[src/rtl/accel_host_loader.sv]
// Host-side loader for a memory-mapped accelerator: streams operands into the
// accelerator port, writes the done flag, waits for the computation, then reads
// the results back out through a small 2-entry FIFO.
module accel_host_loader #(
  parameter int unsigned N_OPERAND = 576,
  parameter int unsigned DONE_ADDR = 576,
  parameter int unsigned N_RESULT  = 1024,
  parameter int unsigned COMP_WAIT = 48
) (
  input  logic        clka,
  input  logic        rst_ni,
  input  logic        start,
  output logic        busy,
  output logic        done,
  input  logic        src_valid,
  output logic        src_ready,
  input  logic [31:0] src_data,
  output logic        res_valid,
  input  logic        res_ready,
  output logic [31:0] res_data,
  output logic        ena,
  output logic        wea,
  output logic [10:0] addra,
  output logic [31:0] dina,
  input  logic [31:0] douta
);

  typedef enum logic [2:0] {
    IDLE,
    LOAD,
    FLAG,
    WAIT,
    READ,
    DRAIN
  } state_e;

  localparam logic [10:0] LAST_OP   = 11'(N_OPERAND - 1);
  localparam logic [10:0] LAST_RES  = 11'(N_RESULT - 1);
  localparam logic [10:0] DONE_A    = 11'(DONE_ADDR);
  localparam logic [10:0] RES_BASE  = 11'(DONE_ADDR + 1);
  localparam logic [31:0] WAIT_LAST = 32'(COMP_WAIT - 1);

  state_e      state_q, state_d;
  logic [10:0] cnt_q, cnt_d;
  logic [31:0] wait_q, wait_d;
  logic        inflight_q, inflight_d;
  logic        rd_issue;

  logic [31:0] mem_q [2];
  logic [31:0] mem_d [2];
  logic        wr_ptr_q, wr_ptr_d;
  logic        rd_ptr_q, rd_ptr_d;
  logic [1:0]  count_q, count_d;
  logic        push, pop;

  // Job sequencing: next state, counters and the accelerator port request.
  always_comb begin
    state_d    = state_q;
    cnt_d      = cnt_q;
    wait_d     = wait_q;
    ena        = 1'b0;
    wea        = 1'b0;
    addra      = '0;
    dina       = '0;
    src_ready  = 1'b0;
    done       = 1'b0;
    rd_issue   = 1'b0;
    busy       = (state_q != IDLE);
    case (state_q)
      IDLE: begin
        if (start) begin
          state_d = LOAD;
          cnt_d   = '0;
        end
      end
      LOAD: begin
        src_ready = 1'b1;
        if (src_valid) begin
          ena   = 1'b1;
          wea   = 1'b1;
          addra = cnt_q;
          dina  = src_data;
          cnt_d = cnt_q + 11'd1;
          if (cnt_q == LAST_OP) state_d = FLAG;
        end
      end
      FLAG: begin
        ena    = 1'b1;
        wea    = 1'b1;
        addra  = DONE_A;
        dina   = 32'd1;
        wait_d = '0;
        // A zero wait skips WAIT entirely so no idle cycle is inserted.
        if (COMP_WAIT == 0) begin
          state_d = READ;
          cnt_d   = '0;
        end else begin
          state_d = WAIT;
        end
      end
      WAIT: begin
        if (wait_q == WAIT_LAST) begin
          state_d = READ;
          cnt_d   = '0;
        end else begin
          wait_d = wait_q + 32'd1;
        end
      end
      READ: begin
        // Every unpopped read is either in flight or buffered, so this keeps
        // the 2-entry FIFO from ever overflowing.
        if (({1'b0, count_q} + {2'b00, inflight_q}) < 3'd2) begin
          ena      = 1'b1;
          addra    = RES_BASE + cnt_q;
          rd_issue = 1'b1;
          cnt_d    = cnt_q + 11'd1;
          if (cnt_q == LAST_RES) state_d = DRAIN;
        end
      end
      DRAIN: begin
        if (count_q == 2'd0 && !inflight_q) begin
          done    = 1'b1;
          state_d = IDLE;
        end
      end
      default: state_d = IDLE;
    endcase
    inflight_d = rd_issue;
  end

  // Result FIFO: capture read data one cycle after the request.
  always_comb begin
    push      = inflight_q;
    res_valid = (count_q != 2'd0);
    res_data  = mem_q[rd_ptr_q];
    pop       = res_valid && res_ready;
    mem_d     = mem_q;
    if (push) mem_d[wr_ptr_q] = douta;
    wr_ptr_d  = wr_ptr_q ^ push;
    rd_ptr_d  = rd_ptr_q ^ pop;
    count_d   = count_q + {1'b0, push} - {1'b0, pop};
  end

  // State and datapath registers.
  always_ff @(posedge clka or negedge rst_ni) begin
    if (!rst_ni) begin
      state_q    <= IDLE;
      cnt_q      <= '0;
      wait_q     <= '0;
      inflight_q <= 1'b0;
      mem_q[0]   <= '0;
      mem_q[1]   <= '0;
      wr_ptr_q   <= 1'b0;
      rd_ptr_q   <= 1'b0;
      count_q    <= '0;
    end else begin
      state_q    <= state_d;
      cnt_q      <= cnt_d;
      wait_q     <= wait_d;
      inflight_q <= inflight_d;
      mem_q[0]   <= mem_d[0];
      mem_q[1]   <= mem_d[1];
      wr_ptr_q   <= wr_ptr_d;
      rd_ptr_q   <= rd_ptr_d;
      count_q    <= count_d;
    end
  end

endmodule

[config.mk]
export PLATFORM = sky130hd
export DESIGN_NAME = accel_host_loader
export DESIGN_NICKNAME = d
export VERILOG_FILES = /design/src/rtl/accel_host_loader.sv
export SDC_FILE = /design/constraint.sdc
export NUM_CORES = 1
export LEC_CHECK = 0
export BUFFER_PORTS_ARGS = -buffer_cell sky130_fd_sc_hd__clkbuf_2
export CAP_MARGIN = 5
export CELL_PAD_IN_SITES_DETAIL_PLACEMENT = 0
export CELL_PAD_IN_SITES_GLOBAL_PLACEMENT = 2
export CORE_MARGIN = 1
export CORE_UTILIZATION = 36
export DETAILED_ROUTE_END_ITERATION = 6
export PLACE_DENSITY = 0.92
export SLEW_MARGIN = 10
export SYNTH_ARGS = -nofsm -noshare
export SYNTH_HDL_FRONTEND = slang
export SYNTH_SLANG_ARGS = --single-unit
[constraint.sdc]
create_clock -name clka -period 5.3 [get_ports clka]
set_clock_uncertainty 0.05 [all_clocks]
set_input_delay 0.53 -clock clka [delete_from_list [all_inputs] [get_ports clka]]
set_output_delay 0.53 -clock clka [all_outputs]
set_load 0.05 [all_outputs]
Word-level counts from Yosys, hierarchy flattened
Cells that the tools add are included.
{ "op_classes": {"n_eq_ne": 16, "n_reduce_logical": 13, "n_lt_le_gt_ge": 4, "bitwise": 4, "n_addsub": 6, "n_mux": 34} }
{ "ops": {"columns": ["op", "n"], "rows": [
  ["two-way mux 32 bit", 6],
  ["one-hot mux 32 bit (2 select lines)", 2],
  ["two-way mux 11 bit", 6],
  ["bitwise mux 64 bit", 1],
  ["one-hot mux 11 bit (4 select lines)", 1],
  ["one-hot mux 11 bit (3 select lines)", 1],
  ["adder 32 x 1 -> 32 bit, second input constant", 1],
  ["demux 32 bit (select 1 bit)", 1],
  ["equality test 32 x 6 -> 1 bit, second input constant", 1],
  ["equality test 11 x 10 -> 1 bit, second input constant", 2],
  ["two-way mux 3 bit", 7],
  ["one-hot mux 3 bit (6 select lines)", 1],
  ["!= test 2 bit, second input constant", 8],
  ["adder 10 x 11 -> 11 bit, first input constant", 1],
  ["adder 11 x 1 -> 11 bit, second input constant", 1],
  ["AND reduction 7 bit", 1],
  ["equality test 3 x 2 -> 1 bit, second input constant", 2],
  ["equality test 3 bit, second input constant", 2],
  ["two-way mux 1 bit", 6],
  ["AND reduction 5 bit", 1],
  [">= comparator 2 bit, second input constant", 2],
  ["inverter 1 -> 2 bit", 2],
  ["nonzero test 2 bit", 2],
  ["nonzero test 4 bit", 1],
  ["other kinds (15)", 18]
]} }
{ "totals": {"regBits": 115, "out_inout_bits": 81} }

Logic depth before layout (Yosys ltp)
Gate-level depths: netlist of the first run.
{ "depth": {"word_depth": 6, "mapped_depth": 8, "depth_no_buf": 7} }

Least setup slack after synthesis of the first run
Ideal clock, no wire load.
{ "synth_path": {"kind": "register -> output", "from": "register state_q[2]", "to": "output port addra[6]", "arrival_ps": 2592, "path_slack_ps": 2128, "path_buffers": 1, "stages_incl_launch_ff": 7, "required_time_ps": 4720, "cell_sequence": "dfrtp_1 clkbuf_1 nor3b_1 nand2_1 o21ai_0 nand2_1 o211ai_1"} }
{ "synth_via": {"elab_chain_cells": 2} }
{ "synth_lines": {"columns": ["element", "line_no", "source"], "rows": [
  ["from (decl)", "43", "state_e state_q, state_d;"],
  ["from (signal assigned)", "157", "state_q <= state_d;"],
  ["equality test 3 bit, or another cell as far along", "69", "case (state_q)"],
  ["one-hot mux 11 bit (3 select lines) *", "69", null],
  ["to (decl)", "23", "output logic [10:0] addra,"]
]} }
Every way passes the cells marked *; elsewhere a longest branch is shown, timed or not.

Worst setup path after layout of the first run
{ "layout_path": {"from": "register state_q[0]", "to": "output port addra[5]"} }
The elaborated chain is that of the path after synthesis.

==> flow_summary.yaml, run 1 <==
status:
  outcome: "finished clean"
global_routing:
  grt-ovfl-total: 0
  grt_use_total: 0.180
  grt_first_pass_wirelength_um: 25000
  grt_max_degree: 67
  grt_pass1_vias: 5034
  grt_antenna_before_repair: 0
pwr:
  power_switching_uw: 1310
  p_per_area_nw_per_um2: 434
  p_int_uw: 2020
  cellLeakagePower_uw: 0.00377
  switching_share: 0.393
  clockPowerShare: 0.341
  irDropWorstVdd_mv: 0.268
  comb_power_share: 0.325
  finalPower_uw: 3330
  seqPwrFrac: 0.334
place:
  dp_hpwl_um: 10800
  port_buffers: 149
  place_inst: 929
  place.gp.congestion: 0.819
finish:
  nets: 803
  fillCellCount: 1586
  drive_above_1_share: 0.392
  syn_to_final_growth_pct: 25.2
  fin_cells: 960
  diodes: 0
floorplan:
  coreArea_um2: 16600
  die_h_um: 132
  std_cell_rows: 47
  die_area_um2: 17500
  die_w_um: 132
  io_pins: 150
  start_util: 0.369
timing:
  fmax_mhz: 294
  rsz0062_at_grt: "no"
  fin_crit_ps: 3410
  hold_violations: 0
  post-route-period-util: 0.643
  setup_viol: 0
  max_slew_margin: 0.325
  fin_setup_tns_ps: 0
  worst-slew-pin-transition_ps: 1010
  slew_viol_final: 0
yosys:
  synth_warnings: 0
  synthCells: 592
  synth.top_cells.by_area: "dfrtp_1 47%, mux2_2 18%, and2_1 3.6%, o21ai_0 2.8%, nand2_1 2.8%"
  synth.cell_area_um2: 6120
  ys_ff_latch: 115
  postSynthAreaPerCell_um2: 10.3
  ys_dominant_reg_cell: "dfrtp_1"
  synth_common_cells: "115 x dfrtp_1, 96 x mux2_2, 45 x nand2_1"
  netlist-cell-type-count: 53
  synth_nets: 667
  synth_top_area_cell: "dfrtp_1"
  yosys.area.top_type_share: 0.470
  synth_edf_count: 0
  yosysMostFrequentCell: "dfrtp_1"
  async_reset_ff_frac: 1.00
  ys_seq_area_frac: 0.470
clocking:
  clock_latency_ps: 410
  cts_setup_buffers: 0
  cts_sinks: 115
  htreeDepth: 4
  cts_root_buf: "clkbuf_16"
  cts_hold_buf: 0
  clk_path_buf_depth: 2
  clkTransAtPathRegs_ps: 50
  numCtsBuffers: 17
  tritoncts: "yes"
  ctsResizeCount: 0
drt:
  avgRoutedWirePerCell_um: 15.9
  wl_um: 15300
  vias: 5109
  first_iter_violations: 230
  drc: 0
  via_per_inst: 5.32
  first_pass_iters: 4
  ant_nets: 0
critical_path:
  critPathKind: "flop to primary output"
  crit_required_ps: 4720
  r2r-end: "wait_q[16]"
  rr_startpoint: "wait_q[1]"
  cp.arrival_ps: 2830
  rr_worst_depth: 6
  cp-start-kind: "flop"
  crit_fanout: 20
  reg2reg_setup_slack_ps: 2520
  endpoint_kind: "primary output"
hold_path:
  min_path_type: "input pin to async pin"
flow_run:
  maxCapViolCount: 0
per-layer routing:
metal	part of all wire	up-vias	global-route usage
met5	0	-	0
met4	0.0084	0	0.0715
met3	0.056	8	0.0460
met2	0.48	190	0.295
met1	0.46	2493	0.228
li1	-	2418	-
placed cells by master, fill, tap and decap left out, types with 3 or more instances in the layout:
master	count
mux2_2	96
nor3_1	14
inv_1	12
nor2_1	29
a31oi_1	7
nor4_1	8
or3_1	12
nand4_1	12
nand2_1	45
buf_4	8
a21oi_1	19
clkbuf_16	17
mux2i_1	5
nand3_1	21
ha_1	6
or4_1	7
and3_1	7
and2_1	35
o31ai_1	12
clkinvlp_4	3
o211ai_1	7
xnor2_1	3
clkinv_2	4
clkbuf_8	5
clkbuf_2	148
a31o_1	3
o21ai_0	34
xor2_1	9
dfrtp_1	115
cell families (layout without fill, tap and decap cells):
family / count (synthesis) / in the layout / share of synthesized area
multiplexers: 101 / 101 / 0.185
flip-flops: 115 / 115 / 0.470
XOR/XNOR: 12 / 12 / 0.0172
adder cells (fa/ha/maj): 6 / 6 / 0.0123
buffers and inverters: 52 / 200 / 0.0331
AND/OR/NAND/NOR: 205 / 205 / 0.178
AO/OA/AOI/OAI: 101 / 101 / 0.105
critical path, cell delays in order (launching register included):
cell and delay [ps]:
dfrtp_1 720, a211oi_1 160, nand2_1 470, clkinv_1 400, a21oi_1 210, nand2b_1 120, o31ai_1 80, clkbuf_2 260
worst max-delay path by stage:
stage	startpoint	end	slack (ps)
after detailed placement	state_q[0]	addra[5]	2340
after global placement	state_q[0]	addra[5]	2440
after floorplan	state_q[2]	addra[6]	2130
after global routing	state_q[0]	addra[5]	1660
final	state_q[0]	addra[5]	1890
after CTS	state_q[0]	addra[5]	1890
layout make-up:
cell class	instances	area [um2]	share of cell area
inverter	13	48.8	0.00637
multi-input combinational	425	3070	0.400
timing repair buffer	156	801	0.104
sequential	115	2880	0.375
tap	220	275	0.0359
clock buffer	22	494	0.0645
clock inverter	9	103	0.0134
power by group through the flow:
stage | Clock [uW] | Sequential (uW) | Combinational (uW)
floorplan | 0 | 1010 | 911
global placement | 0 | 1120 | 1080
detailed placement | 0 | 1120 | 1090
CTS | 1160 | 1110 | 1090
global route | 1210 | 1130 | 1170
finish | 1140 | 1110 | 1080
flip-flops by register name, indices dropped and copies added (netlist names):
name / flops
rd_ptr_q: 1
state_q: 3
mem_q: 64
inflight_q: 1
wr_ptr_q: 1
cnt_q: 11
wait_q: 32
count_q: 2
stage by stage:
step / hold WS, ps / util / setup WS [ps] / instance area, um2
floorplan: 184 / - / 2130 / 6120
global placement: 433 / 0.426 / 2440 / 7070
detailed placement: 442 / 0.426 / 2340 / 7070
CTS: 204 / 0.462 / 1890 / 7670
global route: 238 / 0.462 / 1660 / 7670
finish: 182 / 0.462 / 1890 / 7670
(Power assumes the default switching activity.)
==> run 2: changes to the inputs <==
--- a/config.mk
+++ b/config.mk
@@ -10,9 +10,9 @@
 export CELL_PAD_IN_SITES_DETAIL_PLACEMENT = 0
 export CELL_PAD_IN_SITES_GLOBAL_PLACEMENT = 2
 export CORE_MARGIN = 1
-export CORE_UTILIZATION = 36
+export CORE_UTILIZATION = 30
 export DETAILED_ROUTE_END_ITERATION = 6
-export PLACE_DENSITY = 0.92
+export PLACE_DENSITY = 0.83
 export SLEW_MARGIN = 10
 export SYNTH_ARGS = -nofsm -noshare
 export SYNTH_HDL_FRONTEND = slang
==> constraint.sdc (replaced) <==
create_clock -name clka -period 2.8 [get_ports clka]
set_clock_uncertainty 0.05 [all_clocks]
set_input_delay 0.28 -clock clka [delete_from_list [all_inputs] [get_ports clka]]
set_output_delay 0.28 -clock clka [all_outputs]
set_load 0.05 [all_outputs]
==> run 2 against run 1 <==
Register-to-register slack worse by 2400 ps. Combinational power grew 110%. Sequential power up 87%. Clock-buffer cell count up 6. Critical path type unchanged. Largest power group is now combinational logic.
==> flow_summary.yaml, run 2 (synthesis gave the netlist of run 1 again) <==
status:
  outcome: "finished clean"
place:
  port_buffers: 149
  postPlaceCellArea_um2: 7240
  place.gp.congestion: 0.785
  dp_hpwl_um: 10600
timing:
  hold_violations: 0
  setup_viol: 0
  fin_setup_tns_ps: 0
  fin_crit_ps: 2640
  slew_viol_final: 0
  rsz0062_at_grt: "no"
  max_slew_margin: 0.524
  fmax_mhz: 378
  worst-slew-pin-transition_ps: 714
  post-route-period-util: 0.944
finish:
  fillCellCount: 1936
  reg_top3: "mem_q: 64 flops, wait_q: 32 flops, cnt_q: 11 flops"
  fin_util: 0.399
  fin_area_um2: 7880
  syn_to_final_growth_pct: 28.6
  largest_reg_flops: 64
  final_common_cell: "clkbuf_2"
  layout_common_cells: "145 x clkbuf_2, 114 x dfrtp_1, 96 x mux2_2"
  diodes: 0
  nets: 817
  top_register: "mem_q"
  drive_above_1_share: 0.403
drt:
  via_per_inst: 4.88
  first_iter_violations: 190
  avgRoutedWirePerCell_um: 14.6
  ant_nets: 0
  drc: 0
  vias: 4969
  first_pass_iters: 4
  wl_um: 14900
critical_path:
  cp-start-kind: "flop"
  cpPeakStageDelay_ps: 460
  crit_fanout: 7
  critPathKind: "flop to primary output"
  rr_startpoint: "wait_q[0]"
  r2r-end: "cnt_q[9]"
  path_cells: "ha_1, nand3_2, o21bai_2, a31oi_1, o31ai_1, clkbuf_4"
  endpoint_kind: "primary output"
  cp_top_family: "compound AO/OA/AOI/OAI gates"
  critPathCapture: "addra[10]"
  rr_worst_depth: 6
  cp.arrival_ps: 2310
  path_depth: 6
  path_buf_inv: 1
  crit_required_ps: 2470
  slowest_stage: "dfrtp_1"
  reg2reg_setup_slack_ps: 170
  critPathLaunch: "cnt_q[0]"
floorplan:
  io_pins: 150
  die_w_um: 145
  std_cell_rows: 51
  die_h_um: 145
  coreArea_um2: 19700
  start_util: 0.311
  die_area_um2: 21000
pwr:
  p_per_area_nw_per_um2: 816
  cellLeakagePower_uw: 0.00385
  finalPower_uw: 6430
  irDropWorstVdd_mv: 0.372
clocking:
  htreeDepth: 4
  clock_latency_ps: 410
  tritoncts: "yes"
  clkTransAtPathRegs_ps: 50
  cts_root_buf: "clkbuf_16"
  numCtsBuffers: 17
  clk_path_buf_depth: 2
  cts_sinks: 115
global_routing:
  grt_first_pass_wirelength_um: 24200
  grt_max_degree: 62
  grt-ovfl-total: 0
  grt_use_total: 0.149
  grt_pass1_vias: 4753
  grt_antenna_before_repair: 0
flow_run:
  maxCapViolCount: 0
hold_path:
  holdPathStages: 2
  hold_path.startpoint: "douta[11]"
  min_path_type: "input pin to flop"
## run 2: changes by cell type in the layout (fill, tap and decap cells not counted), moves of 2 or more
cell / delta
clkbuf_2: -3
clkinvlp_4: -2
buf_12: +3
clkbuf_1: +6
buf_4: +11
clkinv_2: -4
## run 2: worst register-to-register path: stages, from the launching register on
cell	delay, ps
dfrtp_1	410
ha_1	250
nand3_2	120
or4b_1	520
or3_1	500
or2_4	310
a311o_1	350
## run 2: stage by stage
step	setup slack (ps)	hold slack (ps)	std cells
after floorplan	47.2	-65.6	592
after global placement	251	197	984
after detailed placement	209	192	984
after CTS	0.679	41.9	1016
after global routing	11.1	42.3	1019
final	157	64.7	1019
## run 2: timing repair
action                                  CTS  global route
hold endpoints to repair                 29             0
hold buffers                              1             0
endpoints found under the setup margin    5            38
resized for setup                         3             5
cloned                                    0             0
setup buffers                             0             3
## run 2: where the power goes
part	internal [uW]	switching [uW]	total [uW]	leakage [uW]
sequential	1800	282	2080	0.00157
clock	1420	699	2120	0.000281
combinational	729	1490	2220	0.00200
## run 2: worst min path at each step
stage	to
3_3_place_gp	mem_q[17]
3_5_place_dp	mem_q[17]
5_1_grt	mem_q[59]
2_1_floorplan	cnt_q[0]
6_report	mem_q[43]
4_1_cts	mem_q[56]
## run 2: final cells by class
class / count / area [um2] / share of cell area
Clock buffer: 28 / 517 / 0.0656
Inverter: 13 / 48.8 / 0.00620
Timing Repair Buffer: 170 / 951 / 0.121
Multi-Input combinational cell: 425 / 3080 / 0.391
Sequential cell: 115 / 2880 / 0.366
Clock inverter: 3 / 67.6 / 0.00858
Tap cell: 265 / 332 / 0.0421
## run 2: layer usage
layer | GRT usage | up-vias | part of all wire
met5 | 0 | - | 0
li1 | - | 2449 | -
met4 | 0.0532 | 0 | 0.015
met2 | 0.235 | 184 | 0.44
met3 | 0.0497 | 18 | 0.075
met1 | 0.190 | 2318 | 0.47
==> run 3: changes to the inputs <==
--- a/config.mk
+++ b/config.mk
@@ -5,12 +5,13 @@
 export SDC_FILE = /design/constraint.sdc
 export NUM_CORES = 1
 export LEC_CHECK = 0
+export ABC_AREA = 1
 export BUFFER_PORTS_ARGS = -buffer_cell sky130_fd_sc_hd__clkbuf_2
 export CAP_MARGIN = 5
 export CELL_PAD_IN_SITES_DETAIL_PLACEMENT = 0
 export CELL_PAD_IN_SITES_GLOBAL_PLACEMENT = 2
 export CORE_MARGIN = 1
-export CORE_UTILIZATION = 30
+export CORE_UTILIZATION = 27
 export DETAILED_ROUTE_END_ITERATION = 6
 export PLACE_DENSITY = 0.83
 export SLEW_MARGIN = 10
==> run 3 against run 2 <==
Sequential power decreased by 16%. Area after synthesis increased by 7.9%. Critical path depth increased by 1. Worst hold slack got worse by 35 ps. Clock power about the same.
==> flow_summary.yaml, run 3 <==
yosys:
  synth.cell_area_um2: 6610
  synth_nets: 986
  yosysMostFrequentCell: "nand2_1"
  ys_ff_latch: 115
  yosys.area.top_type_share: 0.435
  synth_common_cells: "277 x nand2_1, 115 x dfrtp_1, 107 x nor2_1"
  postSynthAreaPerCell_um2: 7.26
  async_reset_ff_frac: 1.00
  synthCells: 911
  synth_warnings: 0
  synth_top_area_cell: "dfrtp_1"
  synth_edf_count: 0
  synth.top_cells.by_area: "dfrtp_1 44%, nand2_1 16%, o21ai_0 6.3%, nor2_1 6.1%, inv_1 5.5%"
  netlist-cell-type-count: 30
  ys_seq_area_frac: 0.435
  ys_dominant_reg_cell: "dfrtp_1"
pwr:
  irDropWorstVdd_mv: 0.393
  cellLeakagePower_uw: 0.00420
  finalPower_uw: 5720
  p_per_area_nw_per_um2: 688
finish:
  fin_cells: 1387
  drive_above_1_share: 0.227
  diodes: 0
  layout_common_cells: "277 x nand2_1, 145 x clkbuf_2, 114 x dfrtp_1"
  nets: 1130
  fin_util: 0.351
  reg_top3: "mem_q: 64 flops, wait_q: 32 flops, cnt_q: 11 flops"
  fin_area_um2: 8330
  top_register: "mem_q"
  final_common_cell: "nand2_1"
  syn_to_final_growth_pct: 26.0
  largest_reg_flops: 64
timing:
  fin_setup_tns_ps: 0
  worst-slew-pin-transition_ps: 704
  rsz0062_at_grt: "no"
  setup_viol: 0
  max_slew_margin: 0.529
  fin_crit_ps: 2640
  slew_viol_final: 0
  hold_violations: 0
  post-route-period-util: 0.943
  fmax_mhz: 379
critical_path:
  cp-start-kind: "flop"
  critPathKind: "flop to primary output"
  crit_required_ps: 2470
  cp.arrival_ps: 2310
  endpoint_kind: "primary output"
  crit_fanout: 7
hold_path:
  min_path_type: "input pin to flop"
clocking:
  cts_root_buf: "clkbuf_16"
  cts_sinks: 115
  clock_latency_ps: 420
  clkTransAtPathRegs_ps: 60
  clk_path_buf_depth: 2
  htreeDepth: 4
  tritoncts: "yes"
  numCtsBuffers: 17
  cts_setup_buffers: 0
place:
  place.gp.congestion: 0.802
  place_inst: 1354
  port_buffers: 149
  dp_hpwl_um: 13600
  postPlaceCellArea_um2: 7730
drt:
  drc: 0
  avgRoutedWirePerCell_um: 13.4
  first_iter_violations: 314
  via_per_inst: 4.53
  ant_nets: 0
  first_pass_iters: 5
  wl_um: 18600
  vias: 6280
global_routing:
  grt_max_degree: 54
  grt-ovfl-total: 0
  grt_antenna_before_repair: 0
  grt_pass1_vias: 6042
  grt_use_total: 0.154
  grt_first_pass_wirelength_um: 30000
floorplan:
  start_util: 0.278
  std_cell_rows: 56
  die_w_um: 158
  die_h_um: 158
  die_area_um2: 25100
  io_pins: 150
  coreArea_um2: 23800
status:
  outcome: "finished clean"
flow_run:
  maxCapViolCount: 0
-- run 3: cell types whose count changed after synthesis, sizes merged, moves of 8 or more --
cell,change
nor2,+81
nand4,+8
nand3,+38
a21oi,-11
o21ai,+72
o31ai,-12
and2,-35
nand2,+234
nor4,-8
inv,+88
or3,-12
mux2,-64
-- run 3: final timing paths --
| kind | cells after the start | to | start | slack [ps] |
|---|---|---|---|---|
| max in group asynchronous | 3 | wait_q[19] | rst_ni | 1560 |
| setup reg to reg | 10 | wait_q[4] | wait_q[0] | 390 |
| hold reg to reg | 1 | mem_q[25] | mem_q[25] | 450 |
| setup / recovery | 7 | addra[1] | state_q[2] | 160 |
| min in group asynchronous | 2 | mem_q[17] | rst_ni | 400 |
| hold / removal | 3 | mem_q[37] | douta[5] | 30 |
-- run 3: cell type report --
| type | count | area (um2) |
|---|---|---|
| Fill cell | 2549 | 15400 |
| Tap cell | 319 | 399 |
| Multi-Input combinational cell | 657 | 3200 |
| Clock inverter | 14 | 130 |
| Clock buffer | 18 | 439 |
| Timing Repair Buffer | 164 | 903 |
| Sequential cell | 115 | 2880 |
| Inverter | 100 | 375 |
-- run 3: layer usage --
metal  wire, um  GRT usage
met5          0          0
met4        200     0.0545
met3       1050     0.0348
met2       8460      0.256
met1       8870      0.197
-- run 3: repair_timing --
| item | CTS | global route |
|---|---|---|
| hold buffers | 1 | 0 |
| gates resized for setup | 1 | 8 |
| endpoints found under the setup margin | 3 | 7 |
| pin swaps | 0 | 0 |
| hold endpoints to repair | 51 | 0 |
-- run 3: kinds of logic after synthesis --
kind of cell,share of synthesized area
multiplexers,0.0545
adder cells (fa/ha/maj),0.0114
flip-flops,0.435
buffers and inverters,0.0829
AO/OA/AOI/OAI,0.0956
AND/OR/NAND/NOR,0.303
XOR/XNOR,0.0172
-- run 3: power breakdown --
group          total (uW)  switching, uW  internal, uW
Combinational        1890           1510           389
Sequential           1740           51.1          1690
Clock                2090            841          1250
-- run 3: stage by stage --
stage / worst slack [ps] / hold slack, ps
4_1_cts: 5.30 / 8.87
6_report: 161 / 30.0
2_1_floorplan: -210 / -65.6
5_1_grt: 8.49 / 31.9
3_5_place_dp: 411 / 329
3_3_place_gp: 462 / 333
-- run 3: critical path: stages (launching register included) --
cell	delay [ps]
dfrtp_1	520
inv_1	150
nor3_2	230
inv_1	150
nor2_4	240
inv_2	110
o21ai_0	180
clkbuf_2	310
